$ cat config.mk
export PLATFORM = sky130hd
export DESIGN_NAME = avg8_seq_ctrl
export DESIGN_NICKNAME = d
export VERILOG_FILES = /design/src/rtl/avg8_ctrl_pkg.sv /design/src/rtl/ADD.sv /design/src/rtl/SHR.sv /design/src/rtl/avg8_dp.sv /design/src/rtl/avg8_seq_ctrl.sv
export SDC_FILE = /design/constraint.sdc
export NUM_CORES = 1
export LEC_CHECK = 0
export CORE_MARGIN = 2
export CORE_UTILIZATION = 44
export DETAILED_ROUTE_END_ITERATION = 6
export PLACE_DENSITY = 0.69
export SLEW_MARGIN = 20
export SYNTH_ARGS = -nofsm -noshare
export SYNTH_HDL_FRONTEND = slang
export SYNTH_SLANG_ARGS = --single-unit
export TNS_END_PERCENT = 1
$ cat constraint.sdc
create_clock -name clk -period 6.2 [get_ports clk]
set_input_delay 0.93 -clock clk [delete_from_list [all_inputs] [get_ports clk]]
set_output_delay 0.93 -clock clk [all_outputs]
set_load 0.05 [all_outputs]
$ cat src/rtl/avg8_ctrl_pkg.sv
// Shared types and sizing constants for the eight-operand averaging sequencer.
package avg8_ctrl_pkg;

  localparam int NUM_OPS    = 8;
  localparam int NUM_SHIFTS = 3;
  localparam int ACC_W      = 32;
  localparam int OP_W       = 16;
  localparam int SA_W       = 8;
  localparam int IDX_W      = $clog2(NUM_OPS);
  localparam int CNT_W      = $clog2(NUM_SHIFTS);

  typedef enum logic [1:0] {
    ST_IDLE  = 2'd0,
    ST_ACC   = 2'd1,
    ST_SHIFT = 2'd2
  } state_e;

endpackage

$ cat src/rtl/ADD.sv
// Generic unsigned adder, wrap-around at DATAWIDTH bits.
module ADD #(
  parameter int DATAWIDTH = 8
) (
  input  logic [DATAWIDTH-1:0] A,
  input  logic [DATAWIDTH-1:0] B,
  output logic [DATAWIDTH-1:0] Sum
);

  assign Sum = A + B;

endmodule

$ cat src/rtl/SHR.sv
// Generic logical right shifter; shift amounts >= DATAWIDTH give zero.
module SHR #(
  parameter int DATAWIDTH = 8
) (
  input  logic [DATAWIDTH-1:0] A,
  input  logic [DATAWIDTH-1:0] Sh_amt,
  output logic [DATAWIDTH-1:0] D
);

  assign D = A >> Sh_amt;

endmodule

$ cat src/rtl/avg8_dp.sv
// Datapath: captured operands and shift amount, accumulator, and the single
// shared adder/shifter pair driven by the sequencer's strobes.
module avg8_dp
  import avg8_ctrl_pkg::IDX_W;
  import avg8_ctrl_pkg::OP_W;
  import avg8_ctrl_pkg::SA_W;
#(
  parameter int NUM_OPS = 8,
  parameter int ACC_W   = 32
) (
  input  logic             clk,
  input  logic             rst,
  input  logic             load_i,
  input  logic             add_en_i,
  input  logic             shift_en_i,
  input  logic [IDX_W-1:0] idx_i,
  input  logic [OP_W-1:0]  a_i,
  input  logic [OP_W-1:0]  b_i,
  input  logic [OP_W-1:0]  c_i,
  input  logic [OP_W-1:0]  d_i,
  input  logic [OP_W-1:0]  e_i,
  input  logic [OP_W-1:0]  f_i,
  input  logic [OP_W-1:0]  g_i,
  input  logic [OP_W-1:0]  h_i,
  input  logic [SA_W-1:0]  sa_i,
  output logic [OP_W-1:0]  res_o
);

  logic [OP_W-1:0]  op_in [NUM_OPS];
  logic [OP_W-1:0]  op_q  [NUM_OPS];
  logic [SA_W-1:0]  sa_q;
  logic [ACC_W-1:0] acc_q;
  logic [ACC_W-1:0] add_b;
  logic [ACC_W-1:0] shr_b;
  logic [ACC_W-1:0] sum;
  logic [ACC_W-1:0] shr;

  assign op_in[0] = a_i;
  assign op_in[1] = b_i;
  assign op_in[2] = c_i;
  assign op_in[3] = d_i;
  assign op_in[4] = e_i;
  assign op_in[5] = f_i;
  assign op_in[6] = g_i;
  assign op_in[7] = h_i;

  genvar gi;
  generate
    for (gi = 0; gi < NUM_OPS; gi++) begin : g_op
      always_ff @(posedge clk or posedge rst) begin
        if (rst) begin
          op_q[gi] <= '0;
        end else if (load_i) begin
          op_q[gi] <= op_in[gi];
        end
      end
    end
  endgenerate

  // Zero extension keeps partial sums exact up to 8 * 0xFFFF.
  assign add_b = {{(ACC_W-OP_W){1'b0}}, op_q[idx_i]};
  assign shr_b = {{(ACC_W-SA_W){1'b0}}, sa_q};

  ADD #(.DATAWIDTH(ACC_W)) u_add (
    .A   (acc_q),
    .B   (add_b),
    .Sum (sum)
  );

  SHR #(.DATAWIDTH(ACC_W)) u_shr (
    .A      (acc_q),
    .Sh_amt (shr_b),
    .D      (shr)
  );

  always_ff @(posedge clk or posedge rst) begin
    if (rst) begin
      sa_q  <= '0;
      acc_q <= '0;
    end else if (load_i) begin
      sa_q  <= sa_i;
      acc_q <= '0;
    end else if (add_en_i) begin
      acc_q <= sum;
    end else if (shift_en_i) begin
      acc_q <= shr;
    end
  end

  assign res_o = shr[OP_W-1:0];

endmodule

$ cat src/rtl/avg8_seq_ctrl.sv
// Sequencer: accumulates eight captured operands, then applies three shifts by
// sa, publishing the low 16 bits as avg with a one-cycle done pulse.
module avg8_seq_ctrl #(
  parameter int NUM_OPS = 8,
  parameter int ACC_W   = 32
) (
  input  logic        clk,
  input  logic        rst,
  input  logic        start,
  input  logic        abort,
  input  logic [15:0] a,
  input  logic [15:0] b,
  input  logic [15:0] c,
  input  logic [15:0] d,
  input  logic [15:0] e,
  input  logic [15:0] f,
  input  logic [15:0] g,
  input  logic [15:0] h,
  input  logic [7:0]  sa,
  output logic        busy,
  output logic        done,
  output logic [15:0] avg
);

  import avg8_ctrl_pkg::state_e;
  import avg8_ctrl_pkg::ST_IDLE;
  import avg8_ctrl_pkg::ST_ACC;
  import avg8_ctrl_pkg::ST_SHIFT;
  import avg8_ctrl_pkg::IDX_W;
  import avg8_ctrl_pkg::CNT_W;
  import avg8_ctrl_pkg::NUM_SHIFTS;

  state_e           state_q, state_d;
  logic [IDX_W-1:0] idx_q, idx_d;
  logic [CNT_W-1:0] cnt_q, cnt_d;
  logic             done_q, done_d;
  logic [15:0]      avg_q, avg_d;
  logic             load, add_en, shift_en;
  logic [15:0]      res;

  avg8_dp #(
    .NUM_OPS (NUM_OPS),
    .ACC_W   (ACC_W)
  ) u_dp (
    .clk        (clk),
    .rst        (rst),
    .load_i     (load),
    .add_en_i   (add_en),
    .shift_en_i (shift_en),
    .idx_i      (idx_q),
    .a_i        (a),
    .b_i        (b),
    .c_i        (c),
    .d_i        (d),
    .e_i        (e),
    .f_i        (f),
    .g_i        (g),
    .h_i        (h),
    .sa_i       (sa),
    .res_o      (res)
  );

  always_ff @(posedge clk or posedge rst) begin
    if (rst) begin
      state_q <= ST_IDLE;
      idx_q   <= '0;
      cnt_q   <= '0;
      done_q  <= 1'b0;
      avg_q   <= '0;
    end else begin
      state_q <= state_d;
      idx_q   <= idx_d;
      cnt_q   <= cnt_d;
      done_q  <= done_d;
      avg_q   <= avg_d;
    end
  end

  always_comb begin
    state_d  = state_q;
    idx_d    = idx_q;
    cnt_d    = cnt_q;
    done_d   = 1'b0;
    avg_d    = avg_q;
    load     = 1'b0;
    add_en   = 1'b0;
    shift_en = 1'b0;
    case (state_q)
      ST_IDLE: begin
        // abort outranks start, so a simultaneous pair launches nothing.
        if (start && !abort) begin
          load    = 1'b1;
          idx_d   = '0;
          state_d = ST_ACC;
        end
      end
      ST_ACC: begin
        if (abort) begin
          state_d = ST_IDLE;
        end else begin
          add_en = 1'b1;
          idx_d  = idx_q + 1'b1;
          if (idx_q == IDX_W'(NUM_OPS - 1)) begin
            cnt_d   = '0;
            state_d = ST_SHIFT;
          end
        end
      end
      ST_SHIFT: begin
        if (abort) begin
          state_d = ST_IDLE;
        end else begin
          shift_en = 1'b1;
          cnt_d    = cnt_q + 1'b1;
          if (cnt_q == CNT_W'(NUM_SHIFTS - 1)) begin
            cnt_d   = '0;
            avg_d   = res;
            done_d  = 1'b1;
            state_d = ST_IDLE;
          end
        end
      end
      default: state_d = ST_IDLE;
    endcase
  end

  assign busy = (state_q != ST_IDLE);
  assign done = done_q;
  assign avg  = avg_q;

endmodule

Yosys cells after proc, flatten, opt, wreduce, memory -nomap -nowiden
Cells that the tools add are included.
{"block": "totals", "reg_bits": 192, "inputBits": 140, "out_inout_bits": 18, "word_cells": 71}
{"block": "op_classes", "addsub": 3, "n_lt_le_gt_ge": 1, "n_eq_ne": 10, "shift": 1, "muxes": 28, "bitwise_logic": 2, "n_reduce_logical": 11}
{"operator": "32-bit 2-to-1 mux", "n": 3}
{"operator": "16-bit binary-select mux with 3-bit select", "n": 1}
{"operator": "32-bit by 16-bit adder with 32-bit output", "n": 1}
{"operator": "16-bit 2-to-1 mux", "n": 2}
{"operator": "32-bit by 8-bit right shift with 32-bit output", "n": 1}
{"operator": "2-bit 2-to-1 mux", "n": 9}
{"operator": "3-bit AND reduction", "n": 3}
{"operator": "1-bit 2-to-1 mux", "n": 8}
{"operator": "2-bit != test (second input constant)", "n": 4}
{"operator": "3-bit 2-to-1 mux", "n": 2}
{"operator": "3-bit != test (second input constant)", "n": 2}
{"operator": "2-bit case mux with 3 select lines", "n": 1}
{"operator": "3-bit case mux with 2 select lines", "n": 1}
{"operator": "2-bit nonzero test", "n": 3}
{"operator": "2-bit equality test (second input constant)", "n": 2}
{"operator": "4-bit greater-or-equal comparator (second input constant)", "n": 1}
{"operator": "3-bit NOT with 4-bit output", "n": 1}
{"operator": "2-bit case mux with 2 select lines", "n": 1}
{"operator": "4-bit AND reduction", "n": 1}
{"operator": "3-bit by 1-bit adder with 3-bit output (second input constant)", "n": 1}
{"operator": "3-bit equality test (second input constant)", "n": 1}
{"operator": "3-bit nonzero test", "n": 1}
{"operator": "2-bit by 1-bit adder with 2-bit output (second input constant)", "n": 1}
{"operator": "2-bit by 1-bit equality test with 1-bit output (second input constant)", "n": 1}
{"operator": "4 further kinds", "n": 4}

Depth between registers and ports, before layout
Gate-level depths: netlist of run 1.
{"block": "depth", "depth_word": 7, "mapped_depth": 15, "depth_no_buf": 11}

Hierarchy
Synthesis of run 1 repeated with hierarchy kept, for this count alone.
{"block": "hier_totals", "cells_unflattened": 1026, "area_unflattened_um2": 12478.2}
{"module": "avg8_dp", "instances": 1, "cells_each": 490, "area_each_um2": 7714.9, "seq_area_each_um2": 4204.0}
{"module": "SHR", "instances": 1, "cells_each": 224, "area_each_um2": 1964.4, "seq_area_each_um2": 0.0}
{"module": "ADD", "instances": 1, "cells_each": 241, "area_each_um2": 1744.2, "seq_area_each_um2": 0.0}
{"module": "avg8_seq_ctrl", "instances": 1, "cells_each": 71, "area_each_um2": 1054.8, "seq_area_each_um2": 600.6}

Worst setup path after synthesis of run 1
Ideal clock, no wire load.
{"block": "synth_path", "kind": "reg-to-reg", "startpoint": "register idx_q[0]", "endpoint": "register u_dp.acc_q[20]", "setup_time_ns": 0.124, "arrival_time_ns": 3.458, "t_required_ns": 6.076, "setup_slack_ns": 2.618, "path_stages_with_launch": 14, "n_path_buf": 3, "synth_period_minus_slack_ns": 3.582, "cell_sequence": "dfrtp_1 clkbuf_1 buf_2 mux4_2 mux2_2 ha_1 a21o_1 a31o_2 nor3_1 a211o_1 buf_2 o21ai_0 nand2_1 a211o_1"}
{"block": "synth_via", "elab_chain_len": 7}
{"element": "from (decl)", "line": "avg8_seq_ctrl.sv:34", "text": "logic [IDX_W-1:0] idx_q, idx_d;"}
{"element": "from (signal assigned)", "line": "avg8_seq_ctrl.sv:72", "text": "idx_q <= idx_d;"}
{"element": "3-bit NOT with 4-bit output (not written as such)", "line": "avg8_dp.sv:61", "text": "assign add_b = {{(ACC_W-OP_W){1'b0}}, op_q[idx_i]};"}
{"element": "16-bit binary-select mux with 3-bit select", "line": "avg8_dp.sv:61"}
{"element": "16-bit 2-to-1 mux (not written as such) (2 in a row)", "line": "avg8_dp.sv:61"}
{"element": "32-bit by 16-bit adder with 32-bit output", "line": "ADD.sv:10", "text": "assign Sum = A + B;"}
{"element": "32-bit 2-to-1 mux", "line": "avg8_dp.sv:83", "text": "end else if (add_en_i) begin"}
{"element": "32-bit 2-to-1 mux", "line": "avg8_dp.sv:80", "text": "end else if (load_i) begin"}
{"element": "to (signal assigned)", "line": "avg8_dp.sv:84", "text": "acc_q <= sum;"}
{"element": "to (signal assigned)", "line": "avg8_dp.sv:86", "text": "acc_q <= shr;"}
{"element": "to (decl)", "line": "avg8_dp.sv:32", "text": "logic [ACC_W-1:0] acc_q;"}
No other way between the ends. The select of a mux whose other input is x is not followed.
A chain may end at the register's enable or synchronous reset.

Worst setup path after layout of run 1
{"block": "layout_path", "startpoint": "register idx_q[1]", "endpoint": "register u_dp.acc_q[30]"}
Same word-level chain as after synthesis.

==> metrics.csv, run 1 <==
metric,value,unit
cp_max_fo,18,
place_area,0.0132,mm²
syn-num-nets,1438,
drv_slew,0,
worstPathCellList,buf_4 > mux4_2 > mux2_2 > ha_1 > fa_1 > a21oi_1 > o22ai_1 > o21ai_1 > a211o_1 > nand2b_1 > nor4_1 > a311o_1,
netlist_area,0.0115,mm²
required,6.53,ns
vias,9868,
die_y,165,µm
cpPeakStageDelay,0.91,ns
grt_pass1_wl,54100,µm
firstDrtPassIters,6,
port_buffers,157,
hold_viol,0,
worst_hold_path_type,flip-flop to flip-flop,
ys_seq_area_share,41.9,%
finalCritPeriodShare,68.9,%
fin_skew,0.0176,ns
die_area,0.0274,mm²
hold_buffers,0,
drive_gt1_share,10.8,%
die_x,165,µm
clk_path_buf_depth,2,
path_delay_family,compound AO/OA/AOI/OAI gates,
r2r_slack,1.93,ns
root_buffer,clkbuf_16,
cts.sink_count,192,
path_clk_slew,0.09,ns
area_delta_synth_final,20.4,%
status,finished clean,
endpoint,u_dp.acc_q[30]$_DFFE_PP0P_,
yosys-top-cells-area,"dfrtp_1, nand2_1, mux4_2",
worst-path-buf-inv,1,
grt_overflow,0,
synth_top_area_share,41.9,%
setup_viol,0,
cts_buffers,17,
synth_edf_count,0,
period_minus_slack,4.27,ns
synthCells,1279,
startpoint_type,flip-flop,
cts_tree,yes,
fin_nets,1540,
synth.largest_area_cell,dfrtp_1,
dp_hpwl,24600,µm
synth_top_flop_cell,dfrtp_1,
wl,34000,µm
grt_pass1_vias,9764,
worst-path-stages,12,
num_io_pins,158,
reg2reg_depth,12,
worst_slew_pin_slew,1.07,ns
arrival,4.60,ns
grt_use_total,25.8,%
postSynthRegisterBits,192,
cts_resized,0,
drt-initial-drc-count,1080,
slew_headroom,28.1,%
cp_slowest_cell,dfrtp_1,
start_util,44.4,%
powerDensity,371,mW/mm²
postCtsSetupBuffers,0,
wire_per_inst,19.7,µm
syn_avg_cell_area,8.97,µm²
max_freq,234,MHz
num_antenna_cells,0,
ys_types,79,
place.gp.congestion,1.00,
cts.htree.levels,4,
core-area,0.0258,mm²
reg2reg_to,u_dp.acc_q[30]$_DFFE_PP0P_,
clk_latency,0.45,ns
crit_start,idx_q[1]$_DFFE_PP0P_,
yosys_warnings,0,
rsz0062_at_grt,false,
worstSetupPathType,flip-flop to flip-flop,
p_leak,0.00628,µW
async_flop_share,100,%
drcViolationCount,0,
r2r_start,idx_q[1]$_DFFE_PP0P_,
vias_per_cell,5.71,
fin_area,0.0138,mm²
end_kind,flip-flop,
final.setup.tns,0,ns
grt_max_degree,131,
vdd_drop_max,0.000197,V
final_antenna_net_count,0,
cap_violations,0,
num_rows,59,
antenna_found_initial,0,
cell usage after synthesis, types with 11 or more instances:
library cell	n
ha_1	18
nand3_1	17
dfrtp_1	192
o31ai_1	11
nand2b_1	14
nor3_1	21
buf_2	23
clkbuf_1	49
nor2_1	46
nand2_1	468
mux2i_1	40
inv_1	14
mux2_2	35
a21oi_1	34
o21ai_0	43
o22ai_1	16
mux4_2	36
metal layers:
metal  vias to the layer above  routed length (µm)  GRT usage (%)
met3                        83                2170           3.70
met5                         -                   0              0
met4                         0                1380           11.3
met1                      4723               14800           35.8
li1                       4666                   -              -
met2                       396               15700           40.3
kinds of logic after synthesis:
logic type | after synthesis | share of synthesized area, %
AO/OA/AOI/OAI | 216 | 13.3
AND/OR/NAND/NOR | 616 | 22.3
multiplexers | 117 | 14.8
buffers and inverters | 105 | 4.45
adder cells (fa/ha/maj) | 19 | 2.14
XOR/XNOR | 14 | 1.07
flip-flops | 192 | 41.9
worst min-delay path by stage:
stage	from	end	slack (ns)	depth (start not counted)
floorplan	u_dp.op_q[23]$_DFFE_PP0P_	u_dp.op_q[23]$_DFFE_PP0P_	0.44	2
global route	u_dp.op_q[107]$_DFFE_PP0P_	u_dp.op_q[107]$_DFFE_PP0P_	0.50	2
CTS	u_dp.op_q[100]$_DFFE_PP0P_	u_dp.op_q[100]$_DFFE_PP0P_	0.48	2
detailed placement	u_dp.op_q[95]$_DFFE_PP0P_	u_dp.op_q[95]$_DFFE_PP0P_	0.46	2
finish	u_dp.op_q[95]$_DFFE_PP0P_	u_dp.op_q[95]$_DFFE_PP0P_	0.48	2
global placement	u_dp.op_q[112]$_DFFE_PP0P_	u_dp.op_q[112]$_DFFE_PP0P_	0.45	2
placed cells by master, fill, tap and decap left out, types with 11 or more instances in the layout:
| cell type | instances |
|---|---|
| a21oi_1 | 34 |
| buf_4 | 15 |
| clkbuf_16 | 17 |
| clkdlybuf4s50_1 | 157 |
| dfrtp_1 | 191 |
| ha_1 | 18 |
| inv_1 | 13 |
| mux2_2 | 35 |
| mux2i_1 | 40 |
| mux4_2 | 36 |
| nand2_1 | 468 |
| nand2b_1 | 14 |
| nand3_1 | 17 |
| nor2_1 | 46 |
| nor3_1 | 20 |
| o21ai_0 | 43 |
| o22ai_1 | 16 |
| o31ai_1 | 11 |
per-stage QoR:
stage | hold WS [ns] | total power (µW) | setup slack, ns | util (%) | std cells
4_1_cts | 0.479 | 5110 | 1.90 | 53.4 | 1729
5_1_grt | 0.496 | 5390 | 1.61 | 53.4 | 1729
6_report | 0.477 | 5120 | 1.93 | 53.4 | 1729
3_3_place_gp | 0.455 | 3890 | 2.02 | 51.0 | 1697
3_5_place_dp | 0.458 | 3930 | 1.90 | 51.0 | 1697
2_1_floorplan | 0.440 | 3290 | 0.0428 | - | 1279
worst register-to-register path, delay by kind of cell, from the launching register on:
kind                     cells  cell delay [ns]
AO/OA/AOI/OAI                5             1.32
buffers and inverters        1             0.40
multiplexers                 2             0.63
AND/OR/NAND/NOR              2             0.28
adder cells (fa/ha/maj)      2             0.63
flip-flops                   1             0.91
registers in the layout, summed over array words and instances, names as in the netlist:
| signal | count |
|---|---|
| u_dp.op_q | 128 |
| avg | 16 |
| cnt_q | 2 |
| u_dp.sa_q | 8 |
| state_q | 2 |
| u_dp.acc_q | 32 |
| idx_q | 3 |
| done | 1 |
layout make-up:
| cell class | instances | area [µm²] |
|---|---|---|
| multi-input cells | 982 | 6180 |
| clock buffers | 17 | 425 |
| well taps | 335 | 419 |
| fillers | 2351 | 12000 |
| inverters | 15 | 63.8 |
| clock inverters | 15 | 210 |
| flip-flops and latches | 192 | 4810 |
| repair buffers | 173 | 1700 |
power by group:
part | internal, µW | switching [µW] | total [µW]
registers | 1520 | 259 | 1780
clock network | 562 | 603 | 1160
logic | 927 | 1250 | 2170
total | 3010 | 2110 | 5120
(Power assumes the default switching activity.)
==> inputs of run 2 (changes only) <==
==> constraint.sdc (replaced) <==
create_clock -name clk -period 3.7 [get_ports clk]
set_input_delay 0.555 -clock clk [delete_from_list [all_inputs] [get_ports clk]]
set_output_delay 0.555 -clock clk [all_outputs]
set_load 0.05 [all_outputs]
==> metrics.csv, run 2 (synthesized netlist as in run 1, its figures left out) <==
metric,value,unit
slew_headroom,35.5,%
p_int,5230,µW
cpPeakStageDelay,0.54,ns
powerDensity,625,mW/mm²
reg2reg_depth,12,
layout_common_cells,"nand2_1, dfrtp_1, clkdlybuf4s50_1, nor2_1, o21ai_0",
max_freq,281,MHz
p_leak,0.00644,µW
root_buffer,clkbuf_16,
grt_overflow,0,
dp_cells,1722,
worstPathCellList,buf_12 > mux4_2 > mux2_2 > ha_2 > a21o_1 > a31o_2 > nor3_1 > a211o_1 > buf_4 > nor3_1 > a41oi_1 > a311o_1,
final_core_util,54.7,%
vdd_drop_max,0.000360,V
hold_buffers,0,
status,finished clean,
cts.htree.levels,4,
endpoint,u_dp.acc_q[30]$_DFFE_PP0P_,
worstSetupPathType,flip-flop to flip-flop,
reg2reg_to,u_dp.acc_q[30]$_DFFE_PP0P_,
worst_slew_pin_slew,0.968,ns
fin_nets,1565,
combinationalPowerShare,42.8,%
drcViolationCount,0,
seqPwrFrac,34.4,%
core-area,0.0258,mm²
clk_latency,0.44,ns
grt_pass1_wl,57600,µm
num_rows,59,
arrival,3.87,ns
crit_start,idx_q[0]$_DFFE_PP0P_,
num_antenna_cells,0,
period_minus_slack,3.55,ns
clk_path_buf_depth,2,
cts.sink_count,192,
start_util,44.4,%
wl,37000,µm
fin_skew,0.0188,ns
place.gp.congestion,0.956,
final_common_cell,nand2_1,
antenna_found_initial,0,
grt_use_total,27.8,%
stdcell_count,1754,
cp_max_fo,18,
multi_input_area,0.00619,mm²
regMostFlops,u_dp.op_q,
dp_hpwl,28100,µm
grt_pass1_vias,10200,
die_area,0.0274,mm²
startpoint_type,flip-flop,
worst-path-buf-inv,2,
die_x,165,µm
end_kind,flip-flop,
final_antenna_net_count,0,
drive_gt1_share,12.6,%
path_delay_family,compound AO/OA/AOI/OAI gates,
required,4.02,ns
fillers,2349,
vias_per_cell,5.86,
drt-initial-drc-count,1051,
p_sw_share,40.7,%
setup_viol,0,
path_clk_slew,0.08,ns
cp_common_cell,nor3_1,
r2r_start,idx_q[0]$_DFFE_PP0P_,
die_y,165,µm
hold_viol,0,
largest_reg_flops,128,
firstDrtPassIters,7,
r2r_slack,0.15,ns
grt_max_degree,95,
p_sw,3600,µW
rsz0062_at_grt,true,
wire_per_inst,21.1,µm
vias,10300,
worst_hold_path_type,flip-flop to flip-flop,
cap_violations,0,
area_delta_synth_final,23.2,%
cp_slowest_cell,mux4_2,
num_io_pins,158,
p_clk_share,22.8,%
worst-path-stages,12,
finalCritPeriodShare,96.0,%
port_buffers,157,
final.setup.tns,0,ns
cts_buffers,17,
seq_area,0.00481,mm²
cts_tree,yes,
drv_slew,0,
[run 2: repair_timing]
action	CTS	global route
endpoints found under the hold margin	0	0
resized for setup	0	5
buffers inserted	0	0
setup endpoints to repair	0	9
[run 2: how the worst min path moves through the flow]
stage                                     from                          to  cells past startpoint
floorplan            u_dp.op_q[23]$_DFFE_PP0P_   u_dp.op_q[23]$_DFFE_PP0P_                      2
global placement    u_dp.op_q[102]$_DFFE_PP0P_  u_dp.op_q[102]$_DFFE_PP0P_                      2
detailed placement  u_dp.op_q[100]$_DFFE_PP0P_  u_dp.op_q[100]$_DFFE_PP0P_                      2
CTS                  u_dp.op_q[85]$_DFFE_PP0P_   u_dp.op_q[85]$_DFFE_PP0P_                      2
global route         u_dp.op_q[85]$_DFFE_PP0P_   u_dp.op_q[85]$_DFFE_PP0P_                      2
finish               u_dp.op_q[93]$_DFFE_PP0P_   u_dp.op_q[93]$_DFFE_PP0P_                      2
[run 2: power groups by stage]
stage / logic [µW] / registers (µW) / clock network, µW
3_5_place_dp: 3710 / 3060 / 0
3_3_place_gp: 3670 / 3050 / 0
4_1_cts: 3730 / 3020 / 2040
6_report: 3780 / 3030 / 2010
5_1_grt: 4080 / 3080 / 2110
2_1_floorplan: 2470 / 3050 / 0
[run 2: worst reg2reg max path, delay by kind of cell (launching register included)]
family / cells / cell delay [ns]
compound gates: 5 / 1.19
fa+ha+maj: 1 / 0.39
buf+inv: 2 / 0.38
flops: 1 / 0.41
mux: 2 / 0.84
simple gates: 2 / 0.24
[run 2: area by class of cell]
type / count / share of cell area (%)
multi-input combinational: 982 / 43.8
sequential: 192 / 34.0
timing repair buffer: 198 / 14.2
clock buffer: 17 / 3.01
tap: 335 / 2.97
clock inverter: 15 / 1.61
inverter: 15 / 0.425
[run 2: metrics by stage]
| stage | hold slack, ns | instance area (µm²) | setup WS, ns | total power (µW) |
|---|---|---|---|---|
| finish | 0.475 | 14100 | 0.146 | 8830 |
| floorplan | 0.440 | 11500 | 0.118 | 5510 |
| global route | 0.491 | 14100 | -0.00842 | 9280 |
| global placement | 0.456 | 13500 | 0.240 | 6720 |
| CTS | 0.479 | 14100 | 0.141 | 8790 |
| detailed placement | 0.459 | 13500 | 0.140 | 6770 |
[run 2: metal layers]
layer  vias up  global-route usage [%]  wire length (µm)
met2       471                    47.5             18400
met5         -                       0                 0
met4         0                    11.9              1420
met1      5006                    35.5             14800
li1       4709                       -                 -
met3        89                    3.90              2430
